**src/rtl/i2c_pkg.sv**
```systemverilog
// Shared definitions for the I2C write arbiter: byte width, default parameters, FSM encoding.
// Latency: none (definitions only).
// Backpressure: not applicable.
package i2c_pkg;

    localparam int I2C_BYTE_W    = 8;
    localparam int DEF_NREQ      = 4;
    localparam int DEF_MAX_RETRY = 2;
    localparam int DEF_GAP       = 4;

    typedef enum logic [2:0] {
        ST_IDLE  = 3'd0,
        ST_ARB   = 3'd1,
        ST_ISSUE = 3'd2,
        ST_WAIT  = 3'd3,
        ST_GAP   = 3'd4
    } state_t;

endpackage

```
**src/rtl/i2c_write_arbiter_rr_select.sv**
```systemverilog
// Round-robin picker: one-hot winner among req_i, priority starting at index ptr_i.
// Latency: combinational.
// Backpressure: none; the caller decides when to sample gnt_o.
module rr_select #(
    parameter int NREQ = 4,
    parameter int PW   = 2
) (
    input  logic [NREQ-1:0] req_i,
    input  logic [PW-1:0]   ptr_i,
    output logic [NREQ-1:0] gnt_o
);

    logic found;

    // Two passes: first indices at/after the pointer, then the wrapped-around ones.
    always_comb begin
        gnt_o = '0;
        found = 1'b0;
        for (int i = 0; i < NREQ; i++) begin
            if (!found && req_i[i] && (PW'(i) >= ptr_i)) begin
                gnt_o[i] = 1'b1;
                found    = 1'b1;
            end
        end
        for (int i = 0; i < NREQ; i++) begin
            if (!found && req_i[i] && (PW'(i) < ptr_i)) begin
                gnt_o[i] = 1'b1;
                found    = 1'b1;
            end
        end
    end

endmodule

```
**src/rtl/i2c_write_arbiter.sv**
```systemverilog
// Shares one I2C byte-write master among NREQ requesters with round-robin grant and NACK retry.
// Latency: req in IDLE at cycle n -> grant at n+2, m_start at n+3 when the master is idle.
// Backpressure: holds in ISSUE while m_busy is high; requesters hold req until done/err.
module i2c_write_arbiter
    import i2c_pkg::*;
#(
    parameter int NREQ      = DEF_NREQ,
    parameter int MAX_RETRY = DEF_MAX_RETRY,
    parameter int GAP       = DEF_GAP
) (
    input  logic                         CLK,
    input  logic                         RST_N,
    input  logic [NREQ-1:0]              req,
    input  logic [I2C_BYTE_W*NREQ-1:0]   req_addr,
    input  logic [I2C_BYTE_W*NREQ-1:0]   req_data,
    output logic [NREQ-1:0]              grant,
    output logic [NREQ-1:0]              done,
    output logic [NREQ-1:0]              err,
    output logic                         m_start,
    output logic [I2C_BYTE_W-1:0]        m_addr,
    output logic [I2C_BYTE_W-1:0]        m_data,
    input  logic                         m_busy,
    input  logic                         m_done,
    input  logic                         m_nack
);

    localparam int          PW        = (NREQ > 1) ? $clog2(NREQ) : 1;
    localparam logic [2:0]  RETRY_MAX = 3'(MAX_RETRY);
    localparam logic [3:0]  GAP_LOAD  = 4'(GAP - 1);

    state_t                 state_q;
    logic [NREQ-1:0]        grant_q;
    logic [NREQ-1:0]        done_q;
    logic [NREQ-1:0]        err_q;
    logic                   m_start_q;
    logic [I2C_BYTE_W-1:0]  m_addr_q;
    logic [I2C_BYTE_W-1:0]  m_data_q;
    logic [2:0]             retry_q;
    logic [3:0]             gap_q;
    logic [PW-1:0]          ptr_q;

    logic [NREQ-1:0]        sel_gnt;
    logic [I2C_BYTE_W-1:0]  sel_addr;
    logic [I2C_BYTE_W-1:0]  sel_data;
    logic [PW-1:0]          win_idx;
    logic [PW-1:0]          ptr_d;

    rr_select #(
        .NREQ (NREQ),
        .PW   (PW)
    ) u_rr_select (
        .req_i (req),
        .ptr_i (ptr_q),
        .gnt_o (sel_gnt)
    );

    always_comb begin
        sel_addr = '0;
        sel_data = '0;
        for (int i = 0; i < NREQ; i++) begin
            if (sel_gnt[i]) begin
                sel_addr = req_addr[I2C_BYTE_W*i +: I2C_BYTE_W];
                sel_data = req_data[I2C_BYTE_W*i +: I2C_BYTE_W];
            end
        end
    end

    // Next arbitration starts just after the requester that was served.
    always_comb begin
        win_idx = '0;
        for (int i = 0; i < NREQ; i++) begin
            if (grant_q[i]) begin
                win_idx = PW'(i);
            end
        end
        ptr_d = (win_idx == PW'(NREQ - 1)) ? '0 : win_idx + 1'b1;
    end

    always_ff @(posedge CLK or negedge RST_N) begin
        if (!RST_N) begin
            state_q   <= ST_IDLE;
            grant_q   <= '0;
            done_q    <= '0;
            err_q     <= '0;
            m_start_q <= 1'b0;
            m_addr_q  <= '0;
            m_data_q  <= '0;
            retry_q   <= '0;
            gap_q     <= '0;
            ptr_q     <= '0;
        end else begin
            done_q    <= '0;
            err_q     <= '0;
            m_start_q <= 1'b0;
            case (state_q)
                ST_IDLE: begin
                    if (|req) begin
                        state_q <= ST_ARB;
                    end
                end
                ST_ARB: begin
                    if (|sel_gnt) begin
                        grant_q  <= sel_gnt;
                        m_addr_q <= sel_addr;
                        m_data_q <= sel_data;
                        state_q  <= ST_ISSUE;
                    end else begin
                        state_q  <= ST_IDLE;
                    end
                end
                ST_ISSUE: begin
                    if (!m_busy) begin
                        m_start_q <= 1'b1;
                        state_q   <= ST_WAIT;
                    end
                end
                ST_WAIT: begin
                    if (m_done) begin
                        gap_q   <= GAP_LOAD;
                        state_q <= ST_GAP;
                        if (!m_nack) begin
                            done_q  <= grant_q;
                            retry_q <= '0;
                        end else if (retry_q < RETRY_MAX) begin
                            retry_q <= retry_q + 1'b1;
                        end else begin
                            err_q   <= grant_q;
                            retry_q <= '0;
                        end
                    end
                end
                ST_GAP: begin
                    // A nonzero retry count is exactly the "re-issue pending" condition.
                    if (gap_q == '0) begin
                        if (retry_q != '0) begin
                            state_q <= ST_ISSUE;
                        end else begin
                            state_q <= ST_IDLE;
                            grant_q <= '0;
                            ptr_q   <= ptr_d;
                        end
                    end else begin
                        gap_q <= gap_q - 1'b1;
                    end
                end
                default: begin
                    state_q <= ST_IDLE;
                end
            endcase
        end
    end

    assign grant   = grant_q;
    assign done    = done_q;
    assign err     = err_q;
    assign m_start = m_start_q;
    assign m_addr  = m_addr_q;
    assign m_data  = m_data_q;

endmodule

```
**config.mk**
```make
export PLATFORM = sky130hd
export DESIGN_NAME = i2c_write_arbiter
export DESIGN_NICKNAME = d
export VERILOG_FILES = /design/src/rtl/i2c_pkg.sv /design/src/rtl/i2c_write_arbiter_rr_select.sv /design/src/rtl/i2c_write_arbiter.sv
export SDC_FILE = /design/constraint.sdc
export NUM_CORES = 1
export LEC_CHECK = 0
export CAP_MARGIN = 30
export CORE_ASPECT_RATIO = 1.25
export CORE_MARGIN = 2
export CORE_UTILIZATION = 44
export CTS_BUF_LIST = sky130_fd_sc_hd__clkbuf_2
export DETAILED_ROUTE_END_ITERATION = 10
export PLACE_DENSITY = 0.79
export SETUP_SLACK_MARGIN = 0.2
export SYNTH_ARGS = -nofsm -noshare
export SYNTH_HDL_FRONTEND = slang
export SYNTH_HIERARCHICAL = 1
export SYNTH_SLANG_ARGS = --single-unit
```
**constraint.sdc**
```tcl
create_clock -name CLK -period 2.55 [get_ports CLK]
set_input_delay 0.3825 -clock CLK [delete_from_list [all_inputs] [get_ports CLK]]
set_output_delay 0.3825 -clock CLK [all_outputs]
set_load 0.01 [all_outputs]
```
==> results.py, run 1 <==
metrics = {
    "cells_and_area": {
        "diodes": 0,
        "seq_area_sq_um": 1030,
        "final_core_util_pct": 65.0,
        "multi_input_area_sq_um": 1190,
        "area_delta_synth_final_pct": 43.5,
        "drive_gt1_share_pct": 9.04,
        "stdcell_count": 418,
        "fillers": 482,
        "finalInstanceArea_sq_um": 3490,
        "fin_nets": 430,
    },
    "synth": {
        "synth_edf_count": 0,
        "yosysUniqueCellTypes": 46,
        "syn_avg_cell_area_sq_um": 9.39,
        "yosys_warnings": 6,
        "synthArstFlopShare_pct": 100,
        "synth_fp_nets": 336,
        "ys_seq_area_share_pct": 42.2,
        "synth_area_sq_um": 2430,
        "synthCells": 259,
        "synth_flop_cell": "dfrtp_1",
        "ys_ff_latch": 41,
    },
    "timing": {
        "period_share_pct": 86.5,
        "fin_crit_ns": 2.21,
        "fin_skew_ns": 0.0343,
        "fmax_ghz": 0.453,
        "setup_tns_ns": 0,
        "setup_viol": 0,
        "hold_ws_ns": 0.0482,
        "slew_headroom_pct": 41.0,
        "rsz0062_at_grt": "no",
        "drv_slew": 0,
        "worst_pin_slew_ns": 0.886,
        "final-hold-violation-count": 0,
        "worst_slack_ns": 0.344,
    },
    "placed_design": {
        "gp_congestion": 0.783,
        "place_inst": 410,
        "portBuffers": 101,
        "dpl.hpwl_microns": 4610,
        "pre_cts_ws_ns": -0.0139,
        "post_dp_cell_area_sq_um": 3450,
    },
    "clock_network": {
        "cts_tree": "built",
        "cts_buffer_depth": 2,
        "cts_buffers": 5,
        "cts.hold.buffers_added": 0,
        "clk_latency_ns": 0.41,
        "htreeDepth": 2,
        "cts.clk_slew.worst_paths_ns": 0.23,
        "cts_resized": 0,
        "post_cts_buffers": 0,
        "clockRootBuffer": "clkbuf_2",
        "clkSinkCount": 41,
    },
    "worst_setup_path": {
        "slowest_delay_ns": 0.55,
        "cp_top_family": "simple AND/OR/NAND/NOR gates",
        "cp_data_arrival_time_ns": 2.54,
        "regToRegStartpoint": "ptr_q[0]",
        "crit_path_start": "req[2]",
        "critPathBufInv": 1,
        "crit_path_top_delay_cell": "clkdlybuf4s50_1",
        "path_class": "primary input to flop",
        "r2r_setup_slack_ns": 0.39,
        "required_ns": 2.88,
        "cp_max_fo": 16,
        "cp-end-kind": "flop",
        "crit_path_cell_trace": "clkdlybuf4s50_1 -> nor2b_1 -> o21ai_0 -> and3_1 -> or4_4 -> and2_1 -> a31oi_1",
        "start_kind": "primary input",
    },
    "power_and_ir_drop": {
        "powerDensity_nw_per_um2": 795,
        "p_total_mw": 2.77,
        "pwr-share-seq_pct": 39.5,
        "power.leakage_nw": 1.49,
        "power_frac_clock_pct": 10.0,
        "p_comb_share_pct": 50.5,
        "switching_share_pct": 38.0,
        "ir_worst_vdd_mv": 0.291,
        "power_switching_mw": 1.05,
        "intPower_mw": 1.72,
    },
    "routing": {
        "initialDrtViolationCount": 84,
        "postRouteAntennaNets": 0,
        "drt_wl_total_microns": 6090,
        "drtPass1Iterations": 4,
        "vias_per_cell": 5.49,
        "vias": 2294,
        "drc": 0,
        "wl_per_cell_microns": 14.6,
    },
    "global_routing": {
        "grt_pass1_vias": 2287,
        "grt_antenna_before_repair": 0,
        "met3_usage_pct": 7.87,
        "grt_first_pass_wirelength_microns": 10200,
        "grt_max_degree": 42,
        "busiest_layer": "met2",
        "use_met1_pct": 24.8,
        "grtUsageTotal_pct": 20.9,
        "met2_usage_pct": 35.1,
        "grt_overflow": 0,
    },
    "job": {
        "maxCapViolCount": 0,
    },
    "outcome": {
        "status": "finished clean",
    },
    "die": {
        "fp.coreArea_sq_um": 5370,
        "rows": 30,
        "die_area_sq_um": 6140,
        "pin_count": 102,
        "fp.dieH_microns": 87.1,
        "die_w_microns": 70.5,
        "initial_utilization_pct": 45.3,
    },
    "hold_path": {
        "hp-class": "primary input to asynchronous set/reset pin",
    },
}
[cell type report]
type                    count  area share, %
multi-input cells         173           34.1
repair buffers            109           30.5
flip-flops and latches     41           29.4
inverters                  23           2.47
well taps                  64           2.29
clock buffers               5          0.717
clock inverters             3          0.502
[worst paths after layout]
check,to,cells past startpoint
max reg2reg,m_addr[4],6
min reg2reg,gap_q[0],1
min in group CLK,m_addr[0],3
min,state_q[2],1
max in group asynchronous,m_data[6],1
max,m_addr[4],7
[cell usage in the layout, fill, tap and decap left out, types with 9 or more instances in the layout]
cell,synthesis,routed
a21oi_1,37,37
nand3b_1,17,17
and2_1,9,9
clkdlybuf4s50_1,0,100
a221o_1,16,16
inv_1,23,23
nand2_1,19,19
a31oi_1,15,15
dfrtp_1,41,41
[kinds of logic after synthesis]
family	after synthesis	synth area share [%]
compound gates	90	26.0
simple gates	75	18.5
buf+inv	45	9.11
flops	41	42.2
mux	4	2.11
fa+ha+maj	4	2.06
[sequential cells by signal, summed over array words and instances, names as in the netlist]
register and cells:
m_addr 8, m_data 8, done 4, err 4, gap_q 4, grant 4, retry_q 3, state_q 3
ptr_q 2, m_start 1
[synthesized netlist by cell type, types with 3 or more instances]
library cell,n,area [sq um]
a21oi_1,37,185
a221o_1,16,160
a31oi_1,15,93.8
a32o_2,4,45.0
and2_1,9,56.3
buf_6,7,78.8
clkbuf_1,15,56.3
dfrtp_1,41,1030
ha_1,4,50.1
inv_1,23,86.3
nand2_1,19,71.3
nand3b_1,17,128
nor2_1,8,30.0
nor3b_1,3,22.5
[power groups by stage]
stage	Sequential (mW)	Combinational, mW	Clock [mW]
final	1.10	1.40	0.277
after global routing	1.14	1.56	0.322
after CTS	1.10	1.42	0.288
after detailed placement	1.11	1.41	0
after global placement	1.11	1.39	0
after floorplan	1.12	0.807	0
[per-layer routing]
layer	part of all wire, %	up-vias
li1	-	1137
met1	41	1060
met2	49	95
met3	9.2	2
met4	0.61	0
met5	0	-
(Power assumes the default switching activity.)
==> run 2: changes to the inputs <==
--- a/config.mk
+++ b/config.mk
@@ -8,10 +8,10 @@
 export CAP_MARGIN = 30
 export CORE_ASPECT_RATIO = 1.25
 export CORE_MARGIN = 2
-export CORE_UTILIZATION = 44
+export CORE_UTILIZATION = 40
 export CTS_BUF_LIST = sky130_fd_sc_hd__clkbuf_2
 export DETAILED_ROUTE_END_ITERATION = 10
-export PLACE_DENSITY = 0.79
+export PLACE_DENSITY = 0.76
 export SETUP_SLACK_MARGIN = 0.2
 export SYNTH_ARGS = -nofsm -noshare
 export SYNTH_HDL_FRONTEND = slang
==> constraint.sdc (replaced) <==
create_clock -name CLK -period 2 [get_ports CLK]
set_input_delay 0.3 -clock CLK [delete_from_list [all_inputs] [get_ports CLK]]
set_output_delay 0.3 -clock CLK [all_outputs]
set_load 0.01 [all_outputs]
==> results.py, run 2 (synthesis results as in run 1) <==
metrics = {
    "power_and_ir_drop": {
        "power_frac_clock_pct": 8.4,
        "intPower_mw": 2.46,
        "pwr-share-seq_pct": 34.3,
        "p_comb_share_pct": 57.3,
        "powerDensity_nw_per_um2": 1040,
        "p_total_mw": 4.01,
        "power_switching_mw": 1.56,
        "ir_worst_vdd_mv": 0.424,
        "switching_share_pct": 38.8,
        "power.leakage_nw": 1.64,
    },
    "cells_and_area": {
        "stdcell_count": 443,
        "final_core_util_pct": 66.5,
        "area_delta_synth_final_pct": 59.1,
        "layout_common_cells": "clkdlybuf4s50_1 (99), dfrtp_1 (39), a21oi_1 (21)",
        "diodes": 0,
        "drive_gt1_share_pct": 22.0,
        "fin_nets": 453,
        "mostFrequentLayoutCell": "clkdlybuf4s50_1",
    },
    "worst_setup_path": {
        "worst_path_most_repeated_cell": "buf_6",
        "crit_path_top_delay_cell": "or4_4",
        "r2r_setup_slack_ns": 0.01,
        "critPathBufInv": 2,
        "cp_top_family": "simple AND/OR/NAND/NOR gates",
        "worstSetupPathDepth": 8,
        "slowest_delay_ns": 0.55,
        "cp_data_arrival_time_ns": 2.29,
        "rr_worst_depth": 8,
        "path_class": "flop to flop",
        "required_ns": 2.30,
        "cp-end-kind": "flop",
        "crit_path_cell_trace": "buf_6 -> nand2b_4 -> a21oi_2 -> o21a_2 -> or4_4 -> buf_6 -> a21oi_1 -> a31oi_1",
        "start_kind": "flop",
        "cp_max_fo": 6,
    },
    "routing": {
        "drt_wl_total_microns": 6930,
        "drc": 0,
        "postRouteAntennaNets": 0,
        "vias_per_cell": 5.54,
        "drtPass1Iterations": 4,
        "initialDrtViolationCount": 81,
        "wl_per_cell_microns": 15.7,
        "vias": 2455,
    },
    "placed_design": {
        "dpl.hpwl_microns": 4780,
        "gp_congestion": 0.771,
        "pre_cts_ws_ns": -0.464,
        "portBuffers": 101,
        "place_inst": 420,
    },
    "die": {
        "die_w_microns": 73.7,
        "die_area_sq_um": 6720,
        "initial_utilization_pct": 41.8,
        "fp.dieH_microns": 91.2,
        "fp.coreArea_sq_um": 5820,
        "pin_count": 102,
        "rows": 31,
    },
    "timing": {
        "worst_pin_slew_ns": 0.918,
        "setup_tns_ns": 0,
        "slew_headroom_pct": 38.8,
        "worst_slack_ns": 0.00974,
        "setup_viol": 0,
        "fin_crit_ns": 1.99,
        "fmax_ghz": 0.502,
        "drv_slew": 0,
        "fin_skew_ns": 0.0220,
        "final-hold-violation-count": 0,
        "period_share_pct": 99.5,
        "rsz0062_at_grt": "yes",
    },
    "clock_network": {
        "cts_tree": "built",
        "clkSinkCount": 41,
        "cts_buffers": 5,
        "cts_buffer_depth": 2,
        "htreeDepth": 2,
        "clockRootBuffer": "clkbuf_2",
        "clk_latency_ns": 0.39,
        "cts.clk_slew.worst_paths_ns": 0.20,
    },
    "global_routing": {
        "grt_max_degree": 42,
        "grt_first_pass_wirelength_microns": 10800,
        "grt_antenna_before_repair": 0,
        "grt_pass1_vias": 2381,
        "grtUsageTotal_pct": 20.3,
        "grt_overflow": 0,
    },
    "hold_path": {
        "whs_path_depth": 3,
        "hp-class": "primary input to flop",
    },
    "outcome": {
        "status": "finished clean",
    },
    "job": {
        "maxCapViolCount": 0,
    },
}
[run 2: per-stage QoR]
| stage | area [sq um] | hold WS, ns |
|---|---|---|
| floorplan | 2440 | 0.00441 |
| global placement | 3510 | 0.466 |
| detailed placement | 3510 | 0.471 |
| CTS | 3740 | 0.421 |
| global route | 3870 | 0.414 |
| finish | 3870 | 0.443 |
[run 2: final cells by class]
class                   count  area (sq um)
clock buffers               5          25.0
clock inverters             3          12.5
fillers                   468          1950
inverters                  23          86.3
multi-input cells         175          1340
flip-flops and latches     41          1030
well taps                  66          82.6
repair buffers            130          1290
[run 2: timing repair]
action / CTS / global route
endpoints found under the setup margin: 23 / 26
buffers inserted: 6 / 5
gates resized for setup: 34 / 15
endpoints found under the hold margin: 4 / 0
gates cloned: 2 / 1
pin swaps: 16 / 6
hold buffers: 1 / 0
[run 2: final timing paths]
kind / from / end
setup / recovery: ptr_q[0] / m_data[5]
max in group asynchronous: RST_N / ptr_q[1]
min in group asynchronous: RST_N / gap_q[2]
setup reg to reg: ptr_q[0] / m_data[5]
hold reg to reg: retry_q[2] / retry_q[2]
hold / removal: req_addr[27] / m_addr[3]
[run 2: worst min-delay path, delay by kind of cell]
| kind | cells | cell delay (ns) |
|---|---|---|
| AO/OA/AOI/OAI | 1 | 0.08 |
| AND/OR/NAND/NOR | 1 | 0.06 |
| buffers and inverters | 1 | 0.39 |
[run 2: layer usage]
metal | routed length, microns | vias up | GRT usage (%)
met4 | 192 | 0 | 7.27
met1 | 2800 | 1177 | 24.2
met3 | 319 | 16 | 4.44
li1 | - | 1187 | -
met2 | 3620 | 75 | 34.9
met5 | 0 | - | 0
[run 2: power groups by stage]
stage / combinational (mW) / sequential [mW] / clock [mW]
final: 2.30 / 1.38 / 0.336
after global routing: 2.49 / 1.41 / 0.390
after detailed placement: 1.96 / 1.37 / 0
after floorplan: 1.04 / 1.42 / 0
after global placement: 1.92 / 1.36 / 0
after CTS: 2.20 / 1.37 / 0.348
